--- src/rtl/axi_stream_line_arbiter_pkg.sv ---
// Shared types and constants for the AXI-Stream line arbiter.
package axi_stream_line_arbiter_pkg;

  localparam int FDATA               = 32;
  localparam int ARB_NUM_REQ_DEF     = 4;
  localparam int ARB_LINE_PIXELS_DEF = 640;

  typedef enum logic [0:0] {
    ARB_IDLE = 1'b0,
    ARB_XFER = 1'b1
  } arb_state_t;

  // Width of a source index; never below one bit.
  function automatic int arb_id_width(input int n);
    return (n > 1) ? $clog2(n) : 1;
  endfunction

endpackage

--- src/rtl/axi_stream_line_arbiter_if.sv ---
// Bundle of source-side and stream-side signals around the line arbiter.
// slave  : the arbiter's view.
// master : the environment's view (sources + stream master).
interface axi_stream_line_arbiter_if
  import axi_stream_line_arbiter_pkg::*;
#(
  parameter int NUM_REQ = ARB_NUM_REQ_DEF
) ();

  localparam int ID_W = arb_id_width(NUM_REQ);

  logic                            arb_en;
  logic [NUM_REQ-1:0]              req_valid;
  logic [NUM_REQ-1:0][FDATA-1:0]   req_data;
  logic [NUM_REQ-1:0]              req_ready;
  logic                            rgb_valid;
  logic [FDATA-1:0]                rgb_in;
  logic                            datapath_ready;
  logic                            grant_valid;
  logic [ID_W-1:0]                 grant_id;
  logic                            line_done;

  modport slave (
    input  arb_en, req_valid, req_data, datapath_ready,
    output req_ready, rgb_valid, rgb_in, grant_valid, grant_id, line_done
  );

  modport master (
    output arb_en, req_valid, req_data, datapath_ready,
    input  req_ready, rgb_valid, rgb_in, grant_valid, grant_id, line_done
  );

endinterface

--- src/rtl/stream_rr_picker.sv ---
// Combinational round-robin picker: first asserted request at or above
// rr_ptr, wrapping around. Feeding rr_ptr=0 turns it into fixed priority.
module stream_rr_picker
  import axi_stream_line_arbiter_pkg::*;
#(
  parameter int NUM_REQ = ARB_NUM_REQ_DEF,
  parameter int ID_W    = arb_id_width(NUM_REQ)
) (
  input  logic [NUM_REQ-1:0] req,
  input  logic [ID_W-1:0]    rr_ptr,
  output logic [ID_W-1:0]    win_id,
  output logic               win_valid
);

  // Scan NUM_REQ positions starting at rr_ptr; keep the first hit.
  always_comb begin
    logic [ID_W-1:0] idx;
    win_valid = 1'b0;
    win_id    = ID_W'(0);
    idx       = ID_W'(0);
    for (int k = 0; k < NUM_REQ; k++) begin
      idx = ID_W'((int'(rr_ptr) + k) % NUM_REQ);
      if (!win_valid && req[idx]) begin
        win_valid = 1'b1;
        win_id    = idx;
      end else begin
        // earlier winner (or none yet) stands
      end
    end
  end

endmodule

--- src/rtl/axi_stream_line_arbiter.sv ---
// Line-granular arbiter sharing one AXI-Stream datapath among NUM_REQ
// pixel sources. A grant lasts exactly LINE_PIXELS accepted beats, then a
// one-cycle IDLE slot re-arbitrates.
// Build option: STREAM_ARB_FIXED_PRIO_EN -- lowest index wins, no rotating
// pointer. Default build: round-robin pointer advanced on each line end.
module axi_stream_line_arbiter
  import axi_stream_line_arbiter_pkg::*;
#(
  parameter int NUM_REQ     = ARB_NUM_REQ_DEF,
  parameter int LINE_PIXELS = ARB_LINE_PIXELS_DEF,
  parameter int CNT_W       = $clog2(LINE_PIXELS + 1)
) (
  input  logic                        ACLK,
  input  logic                        ARESETn,
  axi_stream_line_arbiter_if.slave    bus
);

  localparam int              ID_W      = arb_id_width(NUM_REQ);
  localparam logic [CNT_W-1:0] LAST_BEAT = CNT_W'(LINE_PIXELS - 1);

  arb_state_t         state_r, state_nxt;
  logic [ID_W-1:0]    grant_id_r, grant_id_nxt;
  logic [CNT_W-1:0]   beat_cnt_r, beat_cnt_nxt;
  logic               line_done_r, line_done_nxt;

  logic [ID_W-1:0]    rr_ptr_s;
  logic [ID_W-1:0]    win_id_s;
  logic               win_valid_s;
  logic               beat_acc_s;
  logic               line_end_s;

  logic               rgb_valid_s;
  logic [FDATA-1:0]   rgb_in_s;
  logic [NUM_REQ-1:0] req_ready_s;

  // A beat moves when the granted source offers and the datapath takes it.
  assign beat_acc_s = (state_r == ARB_XFER) && bus.req_valid[grant_id_r] && bus.datapath_ready;
  assign line_end_s = beat_acc_s && (beat_cnt_r == LAST_BEAT);

`ifdef STREAM_ARB_FIXED_PRIO_EN
  assign rr_ptr_s = ID_W'(0);
`else
  logic [ID_W-1:0] rr_ptr_r, rr_ptr_nxt;

  assign rr_ptr_s = rr_ptr_r;

  // Pointer moves to the source after the one that just finished a line.
  always_comb begin
    rr_ptr_nxt = rr_ptr_r;
    if (line_end_s) begin
      if (grant_id_r == ID_W'(NUM_REQ - 1)) begin
        rr_ptr_nxt = ID_W'(0);
      end else begin
        rr_ptr_nxt = grant_id_r + ID_W'(1);
      end
    end else begin
      rr_ptr_nxt = rr_ptr_r;
    end
  end

  // Round-robin pointer register.
  always_ff @(posedge ACLK or negedge ARESETn) begin
    if (!ARESETn) begin
      rr_ptr_r <= ID_W'(0);
    end else begin
      rr_ptr_r <= rr_ptr_nxt;
    end
  end
`endif

  stream_rr_picker #(
    .NUM_REQ (NUM_REQ),
    .ID_W    (ID_W)
  ) u_picker (
    .req       (bus.req_valid),
    .rr_ptr    (rr_ptr_s),
    .win_id    (win_id_s),
    .win_valid (win_valid_s)
  );

  // FSM next state, grant latch, beat counting and line-end pulse.
  always_comb begin
    state_nxt     = state_r;
    grant_id_nxt  = grant_id_r;
    beat_cnt_nxt  = beat_cnt_r;
    line_done_nxt = 1'b0;
    case (state_r)
      ARB_IDLE: begin
        if (bus.arb_en && win_valid_s) begin
          state_nxt    = ARB_XFER;
          grant_id_nxt = win_id_s;
          beat_cnt_nxt = CNT_W'(0);
        end else begin
          state_nxt    = ARB_IDLE;
        end
      end
      ARB_XFER: begin
        if (line_end_s) begin
          state_nxt     = ARB_IDLE;
          beat_cnt_nxt  = CNT_W'(0);
          line_done_nxt = 1'b1;
        end else if (beat_acc_s) begin
          beat_cnt_nxt  = beat_cnt_r + CNT_W'(1);
        end else begin
          beat_cnt_nxt  = beat_cnt_r;
        end
      end
      default: begin
        state_nxt = ARB_IDLE;
      end
    endcase
  end

  // State, grant and counter registers; reset abandons any partial line.
  always_ff @(posedge ACLK or negedge ARESETn) begin
    if (!ARESETn) begin
      state_r     <= ARB_IDLE;
      grant_id_r  <= ID_W'(0);
      beat_cnt_r  <= CNT_W'(0);
      line_done_r <= 1'b0;
    end else begin
      state_r     <= state_nxt;
      grant_id_r  <= grant_id_nxt;
      beat_cnt_r  <= beat_cnt_nxt;
      line_done_r <= line_done_nxt;
    end
  end

  // Pass the granted source straight through; everything else stays quiet.
  always_comb begin
    rgb_valid_s = 1'b0;
    rgb_in_s    = FDATA'(0);
    req_ready_s = NUM_REQ'(0);
    if (state_r == ARB_XFER) begin
      rgb_valid_s             = bus.req_valid[grant_id_r];
      rgb_in_s                = bus.req_data[grant_id_r];
      req_ready_s[grant_id_r] = bus.datapath_ready;
    end else begin
      rgb_valid_s = 1'b0;
    end
  end

  assign bus.rgb_valid   = rgb_valid_s;
  assign bus.rgb_in      = rgb_in_s;
  assign bus.req_ready   = req_ready_s;
  assign bus.grant_valid = (state_r == ARB_XFER);
  assign bus.grant_id    = grant_id_r;
  assign bus.line_done   = line_done_r;

endmodule

--- src/flat_wrapper.sv ---
// flat-port wrapper written by rule: the top's interface ports become plain ports
module axi_stream_line_arbiter_flat import axi_stream_line_arbiter_pkg::*;
#(
  parameter int NUM_REQ     = ARB_NUM_REQ_DEF,
  parameter int LINE_PIXELS = ARB_LINE_PIXELS_DEF,
  parameter int CNT_W       = $clog2(LINE_PIXELS + 1)
)
  (ACLK, ARESETn, bus_arb_en, bus_req_valid, bus_req_data, bus_datapath_ready, bus_req_ready, bus_rgb_valid, bus_rgb_in, bus_grant_valid, bus_grant_id, bus_line_done);
  axi_stream_line_arbiter_if #(.NUM_REQ(NUM_REQ)) bus_i ();
  input  logic ACLK;
  input  logic ARESETn;
  input wire logic [$bits(bus_i.arb_en)-1:0] bus_arb_en;
  input wire logic [$bits(bus_i.req_valid)-1:0] bus_req_valid;
  input wire logic [$bits(bus_i.req_data)-1:0] bus_req_data;
  input wire logic [$bits(bus_i.datapath_ready)-1:0] bus_datapath_ready;
  output wire logic [$bits(bus_i.req_ready)-1:0] bus_req_ready;
  output wire logic [$bits(bus_i.rgb_valid)-1:0] bus_rgb_valid;
  output wire logic [$bits(bus_i.rgb_in)-1:0] bus_rgb_in;
  output wire logic [$bits(bus_i.grant_valid)-1:0] bus_grant_valid;
  output wire logic [$bits(bus_i.grant_id)-1:0] bus_grant_id;
  output wire logic [$bits(bus_i.line_done)-1:0] bus_line_done;
  assign bus_i.arb_en = bus_arb_en;
  assign bus_i.req_valid = bus_req_valid;
  assign bus_i.req_data = bus_req_data;
  assign bus_i.datapath_ready = bus_datapath_ready;
  assign bus_req_ready = bus_i.req_ready;
  assign bus_rgb_valid = bus_i.rgb_valid;
  assign bus_rgb_in = bus_i.rgb_in;
  assign bus_grant_valid = bus_i.grant_valid;
  assign bus_grant_id = bus_i.grant_id;
  assign bus_line_done = bus_i.line_done;
  axi_stream_line_arbiter #(.NUM_REQ(NUM_REQ), .LINE_PIXELS(LINE_PIXELS), .CNT_W(CNT_W)) u_core (.ACLK(ACLK), .ARESETn(ARESETn), .bus(bus_i));
endmodule
--- config.mk ---
export PLATFORM = sky130hd
export DESIGN_NAME = axi_stream_line_arbiter_flat
export DESIGN_NICKNAME = d
export VERILOG_FILES = /design/src/rtl/axi_stream_line_arbiter_pkg.sv /design/src/rtl/axi_stream_line_arbiter_if.sv /design/src/rtl/stream_rr_picker.sv /design/src/rtl/axi_stream_line_arbiter.sv /design/src/flat_wrapper.sv
export SDC_FILE = /design/constraint.sdc
export NUM_CORES = 1
export LEC_CHECK = 0
export CAP_MARGIN = 20
export CORE_MARGIN = 4
export CORE_UTILIZATION = 28
export CTS_CLUSTER_DIAMETER = 150
export DETAILED_ROUTE_END_ITERATION = 16
export DONT_BUFFER_PORTS = 1
export GPL_TIMING_DRIVEN = 0
export HOLD_SLACK_MARGIN = 0.03
export MAX_ROUTING_LAYER = met4
export SYNTH_ARGS = -nofsm -noshare
export SYNTH_HDL_FRONTEND = slang
export SYNTH_SLANG_ARGS = --single-unit
--- constraint.sdc ---
create_clock -name ACLK -period 2.26 [get_ports ACLK]
set_clock_uncertainty 0.05 [all_clocks]
set_input_delay 0.226 -clock ACLK [delete_from_list [all_inputs] [get_ports ACLK]]
set_output_delay 0.226 -clock ACLK [all_outputs]
set_load 0.02 [all_outputs]
==> results.yml <==
route:
  drtIter0Drc: 102
  routed_via_density: 5.927
  routedWlPerCell_um: 24.49
  num_vias: 1707
  wl_um: 7054
  drc: 0
  first_pass_iters: 4
  ant_nets: 0
global_routing:
  busiest_layer: "met2"
  grt_pass1_vias: 1839
  grt_max_degree: 17
  grt_pass1_wl_um: 10360
  antenna_found_initial: 1
  grt_use_met1_pct: 18.45
  track_usage_pct: 15.82
  use_met3_pct: 4.907
  overflow: 0
  grtUsageMet2_pct: 27.47
yosys:
  seq_area_frac_synth_pct: 19.74
  syn_area_per_cell_sq_um: 10.90
  syn_area_sq_um: 2028
  synth_xor_area_share_pct: 0.4318
  synth_mux_area_share_pct: 41.02
  synth_cell_types: 43
  ys.flop_type: "dfrtp_1"
  ys_warn_count: 0
  synth-adder-area-share_pct: 3.085
  synthSimpleGateAreaFrac_pct: 21.04
  synth-compound-area-share_pct: 9.439
  synth_nets: 327
  syn_inst: 186
  synth_top_family_by_area: "multiplexers"
  synthArstFlopShare_pct: 100.0
  yosys.area.top_type: "mux4_2"
  synthTopCellsByArea: "mux4_2 36%, dfrtp_1 20%, and2_1 10%"
  synth-seq-cells: 16
  synth_top_area_share_pct: 35.53
  synth_edf_count: 0
timing:
  period_needed_ps: 2171
  rsz0062_at_grt: "false"
  setup_tns_ps: 0
  max_freq_ghz: 0.4606
  finalHoldViolations: 0
  maxSlewViolCount: 0
  finalSetupViolCount: 0
  max_slew_margin_pct: 46.42
  setup_slack_ps: 89.12
  tightest_slew_ps: 801.1
  fin_crit_sh_pct: 96.06
place:
  gp_congestion: 0.7927
  dp_slack_ps: -143.6
  portBuffers: 0
  hpwlAfterDp_um: 5990
power_and_ir_drop:
  intPower_mw: 1.199
  power.switching_mw: 1.102
  pwr_density_cell_nw_per_um2: 1021
  swShare_pct: 47.90
  power.share.sequential_pct: 19.0
  pwr-share-clk_pct: 9.2
  combPwrFrac_pct: 71.7
  p_leak_nw: 0.8174
  ir_drop_v: 0.0004278
job:
  max_cap_violations: 0
hold_path:
  hp-class: "in -> reg"
  min_delay_path_depth: 2
  hold_start: "bus_req_valid[0]"
  min_to: "u_core.bus.grant_id[1]"
critical_path:
  r2r_cells: 6
  cp_max_fo: 10
  rrSetupSlack_ps: 210
  arrival_ps: 1890
  required_ps: 1980
  timing.rr.start: "u_core.beat_cnt_r[0]"
  worstSetupPathType: "reg -> out"
  r2r-end: "u_core.beat_cnt_r[3]"
  cp-start-kind: "register"
  endpoint_kind: "output port"
final_layout:
  fillers: 720
  final_nets: 334
  drive_gt1_share_pct: 32.46
  syn_to_final_growth_pct: 11.10
clock_network:
  cts_made_buffers: 3
  cts_max_level: 1
  cts.path.max_buffers: 2
  clkTransAtPathRegs_ps: 60
  clock-sinks: 16
  cts_root_buf: "clkbuf_8"
  insertion_delay_ps: 250
  cts_tree: "yes"
floorplanning:
  row_count: 30
  coreArea_sq_um: 6907
  start_util_pct: 29.37
  die_w_um: 93.11
  num_io_pins: 177
  dieArea_sq_um: 8669
  die_h_um: 93.11
outcome:
  status: "complete, no violations"
## kinds of logic after synthesis
group                      count (synthesis)
DFF                                       16
buffers and inverters                     24
muxes                                     41
adders and majority gates                  5
xor gates and xnor gates                   1
AOI/OAI and AO/OA                         27
and+or+nand+nor                           72
## synth_stat cells, drive strengths merged, types with 2 or more instances
master / instances
inv: 6
ha: 5
nand3: 2
a21oi: 4
o21ai: 9
and2: 34
mux2: 4
a32o: 3
and3: 8
a31oi: 2
nand4: 3
nand2b: 2
nand2: 9
mux2i: 4
clkbuf: 12
nor2: 5
mux4: 33
nand3b: 3
dfrtp: 16
buf: 6
## worst max-delay path: stages, from the launching register on
cell	delay [ps]
dfrtp_2	470
buf_8	190
buf_6	190
mux4_2	510
and2_2	280
## how the worst max path moves through the flow
stage | start | end | slack, ps | cells after the start
floorplan | u_core.bus.grant_id[0] | u_core.rr_ptr_r[0] | 140 | 6
global placement | u_core.bus.grant_id[1] | bus_req_ready[0] | -110 | 5
detailed placement | u_core.bus.grant_id[0] | u_core.rr_ptr_r[0] | -140 | 6
CTS | u_core.bus.grant_id[0] | bus_rgb_in[21] | 30 | 4
global route | u_core.bus.grant_valid | bus_req_ready[1] | 0.8 | 3
finish | u_core.bus.grant_id[0] | bus_rgb_in[0] | 90 | 4
## what timing repair did
item / in CTS / in global routing
setup endpoints to repair: 46 / 39
hold endpoints to repair: 16 / 0
hold buffers: 1 / 0
gates resized for setup: 14 / 5
setup buffers: 0 / 1
pin swaps: 0 / 1
## layout make-up
cell class	count	area [sq um]	area share, %
diodes	1	2.502	0.1110
plain buffers	18	121.4	5.386
clock buffers	3	41.29	1.832
inverters	6	22.52	0.9994
multi-input cells	146	1525	67.68
flip-flops and latches	16	402.9	17.88
well taps	96	120.1	5.330
repair buffers	2	17.52	0.7773
## stage by stage
| step | util [%] | hold WS, ps | instance area [sq um] | std cells | power [mW] |
|---|---|---|---|---|---|
| after floorplan | - | -119.6 | 2028 | 186 | 1.786 |
| after global placement | 31.11 | -118.9 | 2148 | 282 | 2.021 |
| after detailed placement | 31.11 | -118.7 | 2148 | 282 | 2.028 |
| after CTS | 32.30 | 143.3 | 2231 | 286 | 2.312 |
| after global routing | 32.63 | 128.3 | 2253 | 288 | 2.461 |
| final | 32.63 | 145.0 | 2253 | 288 | 2.301 |
## cell usage in the layout (no fill, tap or decap), drive strengths merged, types with 2 or more instances in the layout
cell	count
a21oi	4
nor2	5
a32o	3
clkbuf	15
dfrtp	16
nand3b	3
a31oi	2
nand2b	2
inv	6
buf	7
and3	8
and2	34
ha	5
nand3	2
mux4	33
mux2	4
nand2	9
mux2i	4
o21ai	9
nand4	3
## sequential cells by signal, indices dropped and copies added, names as in the netlist
signal,flops
u_core.beat_cnt_r,10
u_core.bus.grant_id,2
u_core.bus.grant_valid,1
u_core.bus.line_done,1
u_core.rr_ptr_r,2
## power by group through the flow
stage	Clock (mW)	Sequential (mW)	Combinational (mW)
floorplan	0	0.416	1.37
global placement	0	0.432	1.59
detailed placement	0	0.437	1.59
CTS	0.223	0.434	1.65
global route	0.234	0.449	1.78
finish	0.212	0.438	1.65
## per-layer routing
layer | part of all wire (%) | up-vias
met5 | 0 | -
met4 | 0.48 | 0
met3 | 11 | 4
met2 | 51 | 126
met1 | 37 | 843
li1 | - | 734
(Power assumes the default switching activity.)
